### config.mk
export PLATFORM = sky130hd
export DESIGN_NAME = decision_demux
export DESIGN_NICKNAME = d
export VERILOG_FILES = /design/src/rtl/decision_demux.sv
export SDC_FILE = /design/constraint.sdc
export NUM_CORES = 1
export LEC_CHECK = 0
export BUFFER_PORTS_ARGS = -buffer_cell sky130_fd_sc_hd__buf_2
export CORE_MARGIN = 2
export CORE_UTILIZATION = 53
export CTS_BUF_LIST = sky130_fd_sc_hd__clkbuf_8
export DETAILED_ROUTE_END_ITERATION = 6
export PLACE_DENSITY = 0.84
export SETUP_SLACK_MARGIN = 0.02
export SYNTH_ARGS = -nofsm -noshare
export SYNTH_HDL_FRONTEND = slang
export SYNTH_SLANG_ARGS = --single-unit
### constraint.sdc
create_clock -name clk_i -period 3.65 [get_ports clk_i]
set_clock_uncertainty 0.1 [all_clocks]
set_input_delay 0.73 -clock clk_i [delete_from_list [all_inputs] [get_ports clk_i]]
set_output_delay 0.73 -clock clk_i [all_outputs]
set_load 0.02 [all_outputs]
### src/rtl/decision_demux.sv
// decision_demux: routes WIDTH-bit decision words to four acknowledged output channels.
// Define DECISION_DEMUX_OVERWRITE_EN to let writes overwrite unacknowledged words and pulse overrun_o.
module decision_demux #(
  parameter int WIDTH = 4
) (
  input  logic             clk_i,
  input  logic             rst_i,
  input  logic             auto_i,
  input  logic [1:0]       select_i,
  input  logic [WIDTH-1:0] in_data_i,
  input  logic             in_valid_i,
  output logic             in_ready_o,
  output logic [WIDTH-1:0] o0_o,
  output logic [WIDTH-1:0] o1_o,
  output logic [WIDTH-1:0] o2_o,
  output logic [WIDTH-1:0] o3_o,
  output logic [3:0]       out_valid_o,
  input  logic [3:0]       out_ack_i,
  output logic [1:0]       rr_ptr_o,
  output logic             overrun_o
);
  logic [WIDTH-1:0] data_q [4];
  logic [WIDTH-1:0] data_d [4];
  logic [3:0] valid_q, valid_d, free;
  logic [1:0] rr_q, rr_d, auto_tgt, tgt, idx;
  logic auto_found, xfer;
  assign free = ~valid_q | out_ack_i;
  // Scan from the far end back so the candidate closest to rr_q wins.
  always_comb begin
    auto_found = 1'b0;
    auto_tgt   = rr_q;
    idx        = rr_q;
    for (int k = 3; k >= 0; k--) begin
      idx = rr_q + 2'(k);
      if (free[idx]) begin
        auto_found = 1'b1;
        auto_tgt   = idx;
      end
    end
  end
  assign tgt = auto_i ? auto_tgt : select_i;
`ifdef DECISION_DEMUX_OVERWRITE_EN
  logic overrun_q, overrun_d;
  assign in_ready_o = 1'b1;
  assign overrun_d  = xfer & valid_q[tgt] & ~out_ack_i[tgt];
  assign overrun_o  = overrun_q;
  always_ff @(posedge clk_i or posedge rst_i) begin
    if (rst_i) overrun_q <= 1'b0;
    else       overrun_q <= overrun_d;
  end
`else
  assign in_ready_o = (auto_i ? auto_found : 1'b1) & free[tgt];
  assign overrun_o  = 1'b0;
`endif
  assign xfer = in_valid_i & in_ready_o;
  always_comb begin
    data_d  = data_q;
    valid_d = valid_q & ~out_ack_i;
    rr_d    = rr_q;
    if (xfer) begin
      data_d[tgt]  = in_data_i;
      valid_d[tgt] = 1'b1;
      rr_d         = auto_i ? tgt + 2'd1 : rr_q;
    end
  end
  always_ff @(posedge clk_i or posedge rst_i) begin
    if (rst_i) begin
      for (int i = 0; i < 4; i++) data_q[i] <= '0;
      valid_q <= '0;
      rr_q    <= '0;
    end else begin
      data_q  <= data_d;
      valid_q <= valid_d;
      rr_q    <= rr_d;
    end
  end
  assign o0_o        = data_q[0];
  assign o1_o        = data_q[1];
  assign o2_o        = data_q[2];
  assign o3_o        = data_q[3];
  assign out_valid_o = valid_q;
  assign rr_ptr_o    = rr_q;
endmodule

# == Word-level counts from Yosys, hierarchy flattened ==
# Index checks and enable logic that the tools add are counted.
# totals
regBits,22
input_bits,14
word_cells,55
# classes
n_reduce_logical,3
bitwise,8
magnitude_cmp,8
mux,26
n_addsub,4
# ops
operator,n
$bwmux 16,1
$lt 2x3->1 const B,5
$mux 1,11
$bmux 1 s2,5
$mux 2,5
$demux 4 s2,1
$mux 4,2
$not 4->4,2
$or 4x4->4,2
$add 2x1->2 const B,2
$add 2x2->2 const B,2
$and 4x4->4,1
$ge 3x3->1 const B,1
$lt 3x1->1 const B,1
$not 2->3,1
$and 1x1->1,2
$demux 1 s2,1
$ge 2x1->1 const B,1
$logic_and 1x1->1,2
$reduce_and 2->1,1

# == Longest topological paths before layout ==
# depth
ltp_word,15
depth_mapped,7
mapped_depth_nobuf,6

# == Worst setup path before layout ==
# OpenSTA, ideal clock, no wires.
# synth_path
path_type,input to output
from,input port out_ack_i[0]
to,output port in_ready_o
path_slack_ps,603
cell_stages,6
t_required_ps,2820
t_arrival_ps,2217
path_cell_list,and2b_1 > o221ai_1 > a21o_1 > a31oi_1 > nor2_1 > a221oi_1
# synth_between
elab_chain_cells,11
word_cells_on_any_way,22
classes_between,mux (20); bitwise (2)
# synth_lines
item,line,source
"start, declared",18,"input logic [3:0] out_ack_i,"
$or 4x4->4 *,27,assign free = ~valid_q | out_ack_i;
$bmux 1 s2,35,if (free[idx]) begin
$mux 1 (implied by the code),35,
$mux 2 (4 in a row),35,
$mux 2,41,assign tgt = auto_i ? auto_tgt : select_i;
$bmux 1 s2,52,assign in_ready_o = (auto_i ? auto_found : 1'b1) & free[tgt];
$mux 1 (implied by the code),52,
$and 1x1->1 *,52,
"end, declared",12,"output logic in_ready_o,"
# Mark *: on every way between the ends. The rest lies on a longest branch, timed or not. The select of a mux whose other input is x is not followed.

# == Final worst setup path ==
# Ends and elaborated chain as after synthesis.

==> impl_results.md <==
* CP Launch Type: input pin
* Relative slew slack at 47.5%
* First-pass GRT wire length at between 3000 and 4000 um
* Cell count after synthesis at 94
* Mux share of post-synthesis cell area at between 10% and 20%
* CTS Hold Bufs at 0
* Remaining antenna violation count at 0
* WL/cell at 14.4 um
* Core ar. at between 1500 and 2000 um2
* XOR/XNOR share of the synthesized area at 0%
* Post-cts resize count at 0
* Pin count of the biggest net entering global routing at 23
* Final hold violation count at 0
* Total Neg Setup Slack at 0 ns
* Diode count at 0
* Design Power at around 0.0011 W
* Top-count cell post-synth: dfrtp_1
* Fin. max-slew vios at 0
* Area of the multi-input gates at approximately 530 um2
* Status: finished, final reports clean
* Final period utilization at between 80% and 90%
* Gpl congestion at approximately 0.96
* Yosys warnings at 0
* Number of global-route vias before repair at around 830
* Seq/Total Area, Yosys at 49.3%
* Setup repair bufs after CTS at 0
* Residual DRC at 0
* Syn Area/Cell at approximately 12 um2
* Die H at approximately 50 um
* Final Cell Area at about 1300 um2
* FILL cells at 157
* Routed Wire Length at 2260 um
* Hold Path Class: reg2reg
* Crit path DAT at between 2 and 2.5 ns
* WP data required at 2.82 ns
* Fmax at about 320 MHz
* P&R area growth vs syn at 20.7%
* Worst R2R End: o0_o[1]
* Clock tree root driver cell: clkbuf_8
* CP Launch Point: out_ack_i[0]
* Initial antenna violation count at 0
* CP Class: in2out
* Reg area at about 550 um2
* IO Port Bufs at 36
* Post-DR vias/cell at approximately 5.5
* Num rows at 16
* Drt pass-1 iters at 2
* Layout cells sized above 1 at 39.2%
* Ys async rst share at 100%
* Crit path time final at 3.11 ns
* Width of the die at between 40 and 50 um
* Leading area contributor after synthesis: dfrtp_1
* Via count at 860
* Final setup vio count at 0
* Yosys reg bits at 22
* CTS tree: yes
* Final #Nets at 146
* Pre-CTS WS at between 0.5 and 0.6 ns
* Worst-path clk slew at around 0.07 ns
* RR Startpoint: rr_ptr_o[0]
* CTS Buffer Depth at 2
* Syn Std Cell Area at around 1100 um2
* Global Route Usage Sum at about a fifth
* Mapped Nets at ~110
* Placed Area at about 1300 um2
* CP max FO at 5
* Main synth FF type: dfrtp_1
* Simple-gate share of the synthesized area at 14.0%
* Pwr/cell area at 812 nW/um2
* Synth top area cells: dfrtp_1 49%, mux2_1 12%, mux2_4 5.4%
* LEAKAGE at between 0.6 and 0.7 nW
* Initial DRC count at 8
* Worst vdd ir at ~0.45 mV
* H-tree depth at 1
* CTS sink cnt at 22
* Worst skew pair latency at approximately 0.26 ns
* Slew @ Worst Pin at between 0.7 and 0.8 ns
* Critical path destination: in_ready_o
* CTS Buf Count at 3
* RSZ-0062 raised after global routing: false
* Top cells by count, synth: 22 x dfrtp_1, 12 x mux2_1, 8 x nand2_1
* Top Ports at 38
* Fin worst setup slack at roughly 0.54 ns
* Reg2reg path depth at 6
* DP Wirelength at between 1500 and 2000 um
* Synth Area in Compound Gates at 14.5%
* CP Capture Type: primary output
* R2r setup slk at 1.35 ns
* Synth Area in Adders at 0%
* Die area at 2490 um2
* Top-area cell type share of the netlist area at between 40 and 50%
* GRT overflow at 0
* Max_cap viols at 0
* Largest family of logic cells by synthesized area: multiplexers
* Synth unique cells at 35
* Initial core utilization at a little under three fifths
* Number of flops mapped to enable cells by yosys at 0
## state kept, by name, summed over array words and instances, names as in the netlist
signal / cells
o0_o: 4
o1_o: 4
o2_o: 4
o3_o: 4
out_valid_o: 4
rr_ptr_o: 2
## worst min path at each step
| stage | from | to | depth (start not counted) |
|---|---|---|---|
| final | o0_o[2] | o0_o[2] | 1 |
| after global routing | o2_o[3] | o2_o[3] | 1 |
| after CTS | o0_o[2] | o0_o[2] | 1 |
| after detailed placement | o0_o[2] | o0_o[2] | 1 |
| after global placement | o0_o[3] | o0_o[3] | 1 |
| after floorplan | o0_o[0] | o0_o[0] | 1 |
## worst max-delay path, cell delays in order
cell	delay, ns
buf_2	0.11
and2b_1	0.28
o221ai_1	0.16
a21o_1	0.23
a31oi_1	0.29
nor2_1	0.07
a221oi_1	0.20
buf_2	0.21
## metrics by stage
stage	util, %	hold slack, ns	instances
after global placement	65.9	0.364	154
after CTS	68.0	0.393	157
after floorplan	-	0.509	94
after global routing	68.0	0.417	157
final	68.0	0.384	157
after detailed placement	65.9	0.374	154
## cells in the final DEF (no fill, tap or decap)
cell type,Yosys,layout
nor3_1,3,3
nand3_1,1,1
or2_1,1,1
a211o_2,1,1
a31oi_1,1,1
o221ai_1,2,2
nor3_2,1,1
conb_1,1,1
mux2i_1,1,1
mux2_1,12,12
and2b_2,1,1
o41ai_2,1,1
nor2_1,3,3
a311oi_1,1,1
o21ai_0,2,2
dfrtp_1,22,22
or3b_1,1,1
nand2b_1,2,2
mux2_4,4,4
and2b_1,2,2
o2111ai_1,1,1
buf_2,1,36
nand2_1,8,8
a221oi_2,1,1
a221oi_1,2,2
inv_1,4,4
a21o_1,2,2
o21bai_1,1,1
a21oi_1,4,4
clkbuf_8,0,3
nor4bb_1,1,1
nor2b_1,1,1
nand2b_2,2,2
o21ai_2,1,1
## layer usage
layer	vias up	GRT usage, %	share of wire [%]
met5	-	0	0
met4	0	8.33	1.8
met3	5	2.42	4.2
met2	28	31.3	49
met1	414	26.1	45
li1	413	-	-
## report_power, final
group	internal (W)	total, W	switching [W]
Clock	0.0000735	0.000145	0.0000713
Sequential	0.000357	0.000428	0.0000712
Combinational	0.000208	0.000522	0.000314
Total	0.000638	0.00109	0.000456
## area by class of cell
class	count	area share, %
clock buffers	3	3.06
inverters	4	1.11
well taps	27	2.51
flip-flops and latches	22	40.9
repair buffers	36	13.4
multi-input cells	65	39.1
## logic make-up after synthesis
family | Yosys count
other cells | 1
compound gates | 20
simple gates | 27
buf+inv | 7
mux | 17
flops | 22
Power figures use the tool's default switching activity.
